## src/rtl/vreg_pipe_pkg.sv

```systemverilog
// rtl/vreg_pipe_pkg.sv - shared constants and helpers for the elastic register pipeline
package vreg_pipe_pkg;

    localparam int TRACE_W = 16;

    localparam logic [7:0] GLYPH_EMPTY = ".";
    localparam logic [7:0] GLYPH_FULL  = "#";
    localparam logic [7:0] GLYPH_BAR   = "|";

    // Bits needed to hold the values 0..n inclusive.
    function automatic int clog2p1(input int n);
        int r;
        r = 0;
        while ((1 << r) < (n + 1)) r++;
        return r;
    endfunction

endpackage

```

## src/rtl/vreg_pipe_stage.sv

```systemverilog
// rtl/vreg_pipe_stage.sv - one elastic stage: valid flop, data flop and load enable
module vreg_pipe_stage #(
    parameter int p_nbits = 32
) (
    input  logic               clk,
    input  logic               reset,
    input  logic               flush,
    input  logic               adv,
    input  logic               src_val,
    input  logic [p_nbits-1:0] src_msg,
    output logic               val,
    output logic [p_nbits-1:0] msg
);

    logic load;

    // The stage takes a new entry whenever its current one is leaving or it is empty.
    assign load = !val || adv;

    always_ff @(posedge clk or negedge reset) begin
        if (!reset) begin
            val <= 1'b0;
            msg <= '0;
        end else if (flush) begin
            val <= 1'b0;
        end else if (load) begin
            val <= src_val;
            if (src_val) msg <= src_msg;
        end
    end

endmodule

```

## src/rtl/vreg_pipe.sv

```systemverilog
// rtl/vreg_pipe.sv - stallable val/rdy register pipeline; optional line trace under VREG_PIPE_TRACE_EN
module vreg_pipe
    import vreg_pipe_pkg::*;
#(
    parameter int p_nbits   = 32,
    parameter int p_nstages = 2
) (
    input  logic                             clk,
    input  logic                             reset,
    input  logic                             flush,
    input  logic                             in_val,
    output logic                             in_rdy,
    input  logic [p_nbits-1:0]               in_msg,
    output logic                             out_val,
    input  logic                             out_rdy,
    output logic [p_nbits-1:0]               out_msg,
    output logic [clog2p1(p_nstages)-1:0]    count
);

    localparam int LAST = p_nstages - 1;
    localparam int CW   = clog2p1(p_nstages);

    logic [p_nstages-1:0] v;
    logic [p_nstages-1:0] adv;
    logic [p_nbits-1:0]   d [p_nstages];
    logic                 in_xfer;

    // Ready ripples from the output back toward the input; empty stages pass it through.
    always_comb begin
        logic nxt;
        adv = '0;
        nxt = out_rdy;
        for (int k = LAST; k >= 0; k--) begin
            adv[k] = nxt;
            nxt    = !v[k] || nxt;
        end
    end

    assign in_rdy  = !flush && (!v[0] || adv[0]);
    assign in_xfer = in_val && in_rdy;
    assign out_val = v[LAST] && !flush;
    assign out_msg = d[LAST];

    for (genvar k = 0; k < p_nstages; k++) begin : g_stage
        logic               s_val;
        logic [p_nbits-1:0] s_msg;

        if (k == 0) begin : g_head
            assign s_val = in_xfer;
            assign s_msg = in_msg;
        end else begin : g_body
            assign s_val = v[k-1];
            assign s_msg = d[k-1];
        end

        vreg_pipe_stage #(.p_nbits(p_nbits)) u_stage (
            .clk     (clk),
            .reset   (reset),
            .flush   (flush),
            .adv     (adv[k]),
            .src_val (s_val),
            .src_msg (s_msg),
            .val     (v[k]),
            .msg     (d[k])
        );
    end

    always_comb begin
        count = '0;
        for (int k = 0; k < p_nstages; k++) count = count + CW'(v[k]);
    end

`ifdef VREG_PIPE_TRACE_EN
    string trace_str;

    always @(posedge clk) begin
        string s;
        string q_str;
        string pad;
        $sformat(s, "%c", GLYPH_BAR);
        for (int k = 0; k < p_nstages; k++)
            $sformat(s, "%s%c", s, v[k] ? GLYPH_FULL : GLYPH_EMPTY);
        $sformat(s, "%s%c", s, GLYPH_BAR);
        $sformat(q_str, " q = %d", out_msg);
        if (!out_val) begin
            pad = "";
            for (int i = 0; i < q_str.len(); i++)
                $sformat(pad, "%s ", pad);
            q_str = pad;
        end
        $sformat(trace_str, "%s%s", s, q_str);
    end
`endif

endmodule

```

## config.mk

```make
export PLATFORM = sky130hd
export DESIGN_NAME = vreg_pipe
export DESIGN_NICKNAME = d
export VERILOG_FILES = /design/src/rtl/vreg_pipe_pkg.sv /design/src/rtl/vreg_pipe_stage.sv /design/src/rtl/vreg_pipe.sv
export SDC_FILE = /design/constraint.sdc
export NUM_CORES = 1
export LEC_CHECK = 0
export CAP_MARGIN = 10
export CORE_ASPECT_RATIO = 0.9
export CORE_UTILIZATION = 49
export CTS_BUF_LIST = sky130_fd_sc_hd__clkbuf_4
export CTS_CLUSTER_SIZE = 12
export DETAILED_ROUTE_END_ITERATION = 8
export PLACE_DENSITY = 0.86
export SLEW_MARGIN = 25
export SYNTH_ARGS = -nofsm -noshare
export SYNTH_HDL_FRONTEND = slang
export SYNTH_SLANG_ARGS = --single-unit
```

## constraint.sdc

```tcl
create_clock -name clk -period 2.2 [get_ports clk]
set_input_delay 0.33 -clock clk [delete_from_list [all_inputs] [get_ports clk]]
set_output_delay 0.33 -clock clk [all_outputs]
set_load 0.02 [all_outputs]
```

==> results of run 1 <==
## registers in the layout, summed over array words and instances, names as in the netlist
name / flops
g_stage.u_stage.val: 2
g_stage.u_stage.msg: 64
## worst min-delay path by stage
| stage | start | end | slack, ns | depth (start not counted) |
|---|---|---|---|---|
| after floorplan | reset | g_stage[0].u_stage.msg[0] | 0.03 | 0 |
| after global placement | reset | g_stage[1].u_stage.msg[4] | 0.37 | 2 |
| after detailed placement | reset | g_stage[1].u_stage.msg[5] | 0.37 | 2 |
| after CTS | reset | g_stage[1].u_stage.msg[31] | 0.45 | 3 |
| after global routing | reset | g_stage[1].u_stage.msg[23] | 0.46 | 3 |
| final | reset | g_stage[1].u_stage.msg[23] | 0.46 | 3 |
## cell families (layout without fill, tap and decap cells)
group	Yosys count	after routing
AOI/OAI and AO/OA	1	1
adders and majority gates	1	1
buffers and inverters	8	93
DFF	66	66
muxes	64	64
and+or+nand+nor	8	8
## cells in the final DEF (no fill, tap or decap), types with 2 or more instances in the layout
cell	Yosys	routed
clkbuf_4	0	11
dfrtp_1	66	66
mux2_4	30	30
buf_4	0	2
clkinv_2	0	2
clkdlybuf4s50_1	0	71
buf_12	0	2
nor2_1	3	3
mux2_2	34	34
## per-stage QoR
| stage | area [sq um] | cells | hold slack [ns] |
|---|---|---|---|
| 3_5_place_dp | 3407 | 282 | 0.3731 |
| 2_1_floorplan | 2609 | 148 | 0.03441 |
| 3_3_place_gp | 3407 | 282 | 0.3688 |
| 5_1_grt | 3543 | 298 | 0.4633 |
| 6_report | 3543 | 298 | 0.4622 |
| 4_1_cts | 3543 | 298 | 0.4466 |
## routing by layer
| layer | routed length (um) | GRT usage (%) |
|---|---|---|
| met1 | 2026 | 24.83 |
| met2 | 2079 | 26.67 |
| met3 | 325 | 8.662 |
| met4 | 37 | 6.061 |
| met5 | 0 | 0 |
## critical path: stages (launching register included)
cell	delay (ns)
dfrtp_1	0.42
and3b_1	0.22
nor2_1	0.08
clkdlybuf4s50_1	0.61
## power by group through the flow
stage          Combinational, mW  Clock (mW)  Sequential [mW]
2_1_floorplan              0.343           0             1.86
3_3_place_gp                1.06           0             1.65
3_5_place_dp                1.08           0             1.66
4_1_cts                     1.08       0.786             1.64
5_1_grt                     1.13       0.835             1.67
6_report                    1.07       0.751             1.63
## final cells by class
cell class	count	area, sq um	share of cell area, %
repair buffers	77	780.7	22.03
inverters	1	3.754	0.1059
well taps	65	81.33	2.295
clock buffers	11	82.58	2.331
multi-input cells	74	899.6	25.39
clock inverters	4	43.79	1.236
flip-flops and latches	66	1652	46.61
## timing repair
item                                    4_1_cts  5_1_grt
setup buffers                                 0        0
hold buffers                                  1        0
endpoints found under the hold margin        66        0
gates resized for setup                       0        0
endpoints found under the setup margin        0        0
==> results.cfg, run 1 <==
[outcome]
status = finished, final reports clean

[cts]
root_buffer = clkbuf_4
cts_buffers = 9
insertion_delay_ns = 0.40
path_clk_slew_ns = 0.10
clk_path_buf_depth = 2
cts_tree = yes
cts_max_level = 3
clock-sinks = 66

[global_routing]
grt_pass1_vias = 1522
antenna_found_initial = 0
grt_use_total_pct = 18.44
grt_max_degree = 67
grt_pass1_wl_um = 7479
grt_overflow = 0

[synth]
yosysSeqAreaShare_pct = 63.31
synthSimpleGateAreaFrac_pct = 1.871
synth_most_common_cell = dfrtp_1
synth_top_family_by_area = multiplexers
yosys.area_share.xor_xnor_pct = 0
syn_avg_cell_area_sq_um = 17.63
async_reset_ff_share_pct = 100.0
synth_cells = 148
synthFlopType = dfrtp_1
synth.distinct_cells = 14
synth_edf_count = 0
synthAdderAreaFrac_pct = 0.4796
synth_top_area_cell = dfrtp_1
yosysWarnings = 0
synth-compound-area-share_pct = 0.1918
yosysTopAreaCellShare_pct = 63.31
ys_top_cells_by_count = dfrtp_1, mux2_2, mux2_4
netlist_area_sq_mm = 0.002609
yosys_register_bits = 66
synth_nets = 186
synth_mux_area_share_pct = 31.94
yosys-top-cells-area = dfrtp_1, mux2_4, mux2_2

[sta]
relSlewSlack_pct = 77.66
max_freq_mhz = 487.7
finalSetupTns_ns = 0
setup_slack_ns = 0.1495
worstMarginPinSlew_ns = 0.3351
maxSlewViolCount = 0
rsz0062_at_grt = false
setup_viol = 0
hold_viol_final = 0
period_share_pct = 93.20
finClkSkew_ns = 0.01092
fin_crit_ns = 2.050

[hold_path]
min_path_type = input port to asynchronous set/reset pin

[power]
internal_power_mw = 2.482
combinationalPowerShare_pct = 31.0
swShare_pct = 28.17
p_total_mw = 3.456
power_density_mw_per_mm2 = 975.2
p_sw_mw = 0.9733
ir_drop_v = 0.0008841
p_seq_share_pct = 47.3
clock_power_share_pct = 21.7
leakagePower_nw = 1.621

[die]
die_h_um = 71.22
io-pin-count = 73
num_rows = 24
dieArea_sq_mm = 0.005620
start_util_pct = 52.33
core_sq_mm = 0.004985
die_w_um = 78.91

[placement]
portBuffers = 72
dp_slack_ns = 0.05693
gp_congestion = 0.6794

[cells_and_area]
layout-drive-gt1-share_pct = 36.05
fill_cells = 355
diodes = 0
fin_util_pct = 71.08
syn_to_final_growth_pct = 35.83
nets = 267

[worst_setup_path]
timing.rr.start = g_stage[0].u_stage.val
crit_fanout = 4
worstSetupEndpointType = output pin
required_ns = 1.87
cp.arrival_ns = 1.72
worstSetupEndpoint = in_rdy
crit_start = g_stage[0].u_stage.val
path_class = flip-flop to output pin
reg2reg_to = g_stage[0].u_stage.msg[3]
r2r_slack_ns = 0.42
cp-start-kind = flip-flop
reg2reg_depth = 4

[route]
first_iter_violations = 41
num_vias = 1448
ant_nets = 0
wl_per_cell_um = 14.99
wl_um = 4468
viasPerCell = 4.859
drtPass1Iterations = 4
drc_errors = 0

[run]
max-cap-violations = 0
(Power assumes the default switching activity.)
==> run 2: changes to the inputs <==
--- a/config.mk
+++ b/config.mk
@@ -9,3 +9,4 @@
 export CORE_ASPECT_RATIO = 0.9
-export CORE_UTILIZATION = 49
+export CORE_MARGIN = 3
+export CORE_UTILIZATION = 40
 export CTS_BUF_LIST = sky130_fd_sc_hd__clkbuf_4
@@ -13,3 +14,3 @@
 export DETAILED_ROUTE_END_ITERATION = 8
-export PLACE_DENSITY = 0.86
+export PLACE_DENSITY = 0.73
 export SLEW_MARGIN = 25
==> constraint.sdc (replaced) <==
create_clock -name clk -period 2.2 [get_ports clk]
set_input_delay 0.22 -clock clk [delete_from_list [all_inputs] [get_ports clk]]
set_output_delay 0.22 -clock clk [all_outputs]
set_load 0.02 [all_outputs]
==> run 2 against run 1 <==
Compared with the run above: maximum frequency increased by 3.8%; first-iteration DRC count increased by 22%; global-route usage decreased by 4.0 points; cell area increased by 1.7%; wire length increased by 11%; flip-flop and latch count unchanged; clock skew about the same; critical path depth unchanged; non-clock buffer count increased by 1; via count increased by 1.7%; critical endpoint unchanged.
==> results.cfg, run 2 (synthesized netlist as in run 1, its figures left out) <==
[cells_and_area]
layout-drive-gt1-share_pct = 36.75
largest_register_ffs = 64
layoutNonFillerInstCount = 321
syn_to_final_growth_pct = 38.08
final_common_cell = clkdlybuf4s50_1
reg.largest.list = g_stage.u_stage.msg x64, g_stage.u_stage.val x2
fin_util_pct = 57.95
largest-register = g_stage.u_stage.msg
most-common-layout-cells = clkdlybuf4s50_1, dfrtp_1, mux2_2, mux2_4, clkbuf_4
nets = 268
diodes = 0

[sta]
worstMarginPinSlew_ns = 0.3161
hold_ws_ns = 0.2486
relSlewSlack_pct = 78.92
hold_viol_final = 0
finalSetupTns_ns = 0
fin_crit_ns = 1.975
finClkSkew_ns = 0.01053
max_freq_mhz = 506.4
setup_viol = 0
period_share_pct = 89.76
rsz0062_at_grt = false
maxSlewViolCount = 0

[route]
ant_nets = 0
drtPass1Iterations = 4
wl_per_cell_um = 15.44
first_iter_violations = 50
wl_um = 4957
viasPerCell = 4.589
num_vias = 1473
drc_errors = 0

[cts]
insertion_delay_ns = 0.39
postCtsResizedCells = 0
post_cts_buffers = 0
cts_buffers = 9
path_clk_slew_ns = 0.11
clock-sinks = 66
root_buffer = clkbuf_4
hold_buffers = 1
cts_tree = yes
cts_max_level = 3
clk_path_buf_depth = 2

[run]
max-cap-violations = 0

[global_routing]
grt_use_total_pct = 14.39
antenna_found_initial = 0
grt_overflow = 0
grt_pass1_vias = 1626
grt_max_degree = 55
grt_pass1_wl_um = 8142

[hold_path]
min_path_type = input port to asynchronous set/reset pin

[placement]
dpl.cell_count = 305
hpwlAfterDp_um = 3437
gp_congestion = 0.6698
portBuffers = 72

[worst_setup_path]
cp.arrival_ns = 1.75
crit_fanout = 4
cp-start-kind = flip-flop
required_ns = 1.98
path_class = flip-flop to output pin
worstSetupEndpointType = output pin

[die]
io-pin-count = 73
dieArea_sq_mm = 0.007528
start_util_pct = 41.97
die_h_um = 82.62
die_w_um = 91.13
num_rows = 27
core_sq_mm = 0.006216

[outcome]
status = finished, final reports clean

[power]
leakagePower_nw = 1.633
power_density_mw_per_mm2 = 995.1
ir_drop_v = 0.0006127
==> run 2: stage by stage <==
| step | instance area [sq um] | total power [mW] | setup WS, ns |
|---|---|---|---|
| 6_report | 3602 | 3.584 | 0.2253 |
| 5_1_grt | 3602 | 3.791 | 0.1025 |
| 4_1_cts | 3602 | 3.642 | 0.1806 |
| 3_5_place_dp | 3442 | 2.755 | 0.1368 |
| 3_3_place_gp | 3442 | 2.724 | 0.1609 |
| 2_1_floorplan | 2609 | 2.198 | 0.5718 |
==> run 2: final timing paths <==
kind,slack [ns],start,cells after the start,endpoint
max in group asynchronous,1.35,reset,3,g_stage[0].u_stage.msg[30]
min in group clk,0.42,in_val,3,g_stage[0].u_stage.val
hold reg to reg,0.51,g_stage[1].u_stage.msg[6],1,g_stage[1].u_stage.msg[6]
setup / recovery,0.23,g_stage[0].u_stage.val,3,in_rdy
setup reg to reg,0.39,g_stage[0].u_stage.val,4,g_stage[0].u_stage.msg[28]
hold / removal,0.25,reset,2,g_stage[1].u_stage.msg[21]
==> run 2: cell type report <==
type                    count  area [sq um]
inverters                   1         3.754
clock buffers               9         67.56
clock inverters             6         82.58
flip-flops and latches     66          1652
multi-input cells          74         899.6
repair buffers             78         788.3
well taps                  87         108.9
fillers                   518          2614
==> run 2: layer usage <==
metal  wire length, um  GRT usage, %
met1              2364         19.18
met2              2093         20.21
met3               467         8.424
met4                32         3.163
met5                 0             0
==> run 2: worst max-delay path: stages, from the launching register on <==
cell             delay, ns
dfrtp_1               0.42
and3b_1               0.22
nor2_1                0.11
clkdlybuf4s50_1       0.62
==> run 2: where the power goes <==
group          internal, mW  switching [mW]  leakage [nW]  total, mW
Clock                 0.449           0.416        0.0816      0.865
Combinational         0.637           0.446         0.768       1.08
Sequential             1.49           0.150         0.784       1.64
Total                  2.57            1.01          1.63       3.58
==> run 3: changes to the inputs <==
- MAX_ROUTING_LAYER: unset -> met4
==> run 3 against run 2 <==
Compared with the run above: via count up 0.88%; worst hold slack worse by 0.00078 ns; flip-flop and latch count unchanged; register-to-register slack about the same; wire length down 0.22%; clock skew up 0.00077 ns; setup slack about the same; cell area unchanged; final cell count unchanged; non-clock buffer count unchanged; clock-buffer cell count unchanged; first-iteration DRC count up 2.0%; critical path type unchanged; critical endpoint unchanged; largest cell class unchanged; largest power group unchanged.
==> results.cfg, run 3 (synthesized netlist as in run 1, its figures left out) <==
[global_routing]
grt_use_total_pct = 14.82
grt_pass1_vias = 1629
grt_overflow = 0
antenna_found_initial = 0
grt_pass1_wl_um = 8128
grt_max_degree = 55

[route]
wl_um = 4946
drtPass1Iterations = 4
ant_nets = 0
viasPerCell = 4.629
wl_per_cell_um = 15.41
num_vias = 1486
first_iter_violations = 51
drc_errors = 0

[sta]
maxSlewViolCount = 0
fin_crit_ns = 1.975
max_freq_mhz = 506.5
rsz0062_at_grt = false
finalSetupTns_ns = 0
relSlewSlack_pct = 79.17
setup_viol = 0
worstMarginPinSlew_ns = 0.3125
period_share_pct = 89.75
hold_viol_final = 0
finClkSkew_ns = 0.01130

[power]
p_total_mw = 3.585
ir_drop_v = 0.0006127
power_density_mw_per_mm2 = 995.2
leakagePower_nw = 1.633

[worst_setup_path]
required_ns = 1.98
worstSetupEndpointType = output pin
timing.rr.start = g_stage[0].u_stage.val
cp.arrival_ns = 1.75
r2r_slack_ns = 0.39
path_class = flip-flop to output pin
reg2reg_to = g_stage[0].u_stage.msg[28]
cp-start-kind = flip-flop
reg2reg_depth = 4
crit_fanout = 4

[cells_and_area]
syn_to_final_growth_pct = 38.08
diodes = 0
nets = 268
largest_register_ffs = 64
reg.largest.list = g_stage.u_stage.msg x64, g_stage.u_stage.val x2
largest-register = g_stage.u_stage.msg
final_common_cell = clkdlybuf4s50_1
most-common-layout-cells = clkdlybuf4s50_1, dfrtp_1, mux2_2, mux2_4, clkbuf_4
layout-drive-gt1-share_pct = 36.75

[cts]
path_clk_slew_ns = 0.11
clk_path_buf_depth = 2
root_buffer = clkbuf_4
postCtsResizedCells = 0
cts_max_level = 3
cts_tree = yes
cts_buffers = 9
clock-sinks = 66
insertion_delay_ns = 0.39

[outcome]
status = finished, final reports clean

[die]
num_rows = 27
start_util_pct = 41.97
die_w_um = 91.13
io-pin-count = 73
core_sq_mm = 0.006216
die_h_um = 82.62
dieArea_sq_mm = 0.007528

[placement]
gp_congestion = 0.6764
hpwlAfterDp_um = 3437
portBuffers = 72

[hold_path]
min_path_type = input port to asynchronous set/reset pin

[run]
max-cap-violations = 0
## run 3: cell counts in the layout (fill, tap and decap cells not counted)
Identical to the previous run, type by type.
## run 3: metal layers
metal | GRT usage (%) | up-vias | share of wire [%]
met5 | - | - | 0
met4 | 3.163 | 0 | 0.30
met3 | 7.337 | 4 | 7.5
met2 | 20.21 | 63 | 43
met1 | 19.88 | 736 | 49
li1 | - | 683 | -
## run 3: cell type report
| class | count | area (sq um) |
|---|---|---|
| multi-input cells | 74 | 899.6 |
| clock buffers | 9 | 67.56 |
| fillers | 518 | 2614 |
| flip-flops and latches | 66 | 1652 |
| well taps | 87 | 108.9 |
| clock inverters | 6 | 82.58 |
| repair buffers | 78 | 788.3 |
| inverters | 1 | 3.754 |
## run 3: where the power goes
group	leakage [nW]	switching, mW	total [mW]	internal, mW
combinational	0.768	0.446	1.08	0.637
sequential	0.784	0.150	1.64	1.49
clock	0.0816	0.416	0.865	0.449
total	1.63	1.01	3.58	2.57
## run 3: how the worst max path moves through the flow
| stage | startpoint | to | slack (ns) | cells after the start |
|---|---|---|---|---|
| final | g_stage[0].u_stage.val | in_rdy | 0.23 | 3 |
| after global routing | g_stage[0].u_stage.val | in_rdy | 0.10 | 3 |
| after CTS | g_stage[0].u_stage.val | in_rdy | 0.18 | 3 |
| after detailed placement | out_rdy | g_stage[0].u_stage.msg[23] | 0.14 | 5 |
| after global placement | out_rdy | g_stage[0].u_stage.msg[21] | 0.16 | 5 |
| after floorplan | g_stage[0].u_stage.val | g_stage[0].u_stage.msg[10] | 0.57 | 5 |
## run 3: per-stage QoR
| stage | hold WS [ns] | util, % | std cells | worst slack, ns | instance area (sq um) |
|---|---|---|---|---|---|
| after global routing | 0.2305 | 57.95 | 321 | 0.1025 | 3602 |
| after detailed placement | 0.1271 | 55.37 | 305 | 0.1368 | 3442 |
| after global placement | 0.1285 | 55.37 | 305 | 0.1609 | 3442 |
| final | 0.2479 | 57.95 | 321 | 0.2255 | 3602 |
| after CTS | 0.2283 | 57.95 | 321 | 0.1806 | 3602 |
| after floorplan | -0.07559 | - | 148 | 0.5718 | 2609 |
## run 3: worst max-delay path: stages (launching register included)
cell and delay, ns:
dfrtp_1 0.42, and3b_1 0.22, nor2_1 0.11, clkdlybuf4s50_1 0.62
## run 3: what timing repair did
action                                 CTS  global route
endpoints found under the hold margin   12             0
hold buffers                             1             0
setup buffers                            0             0
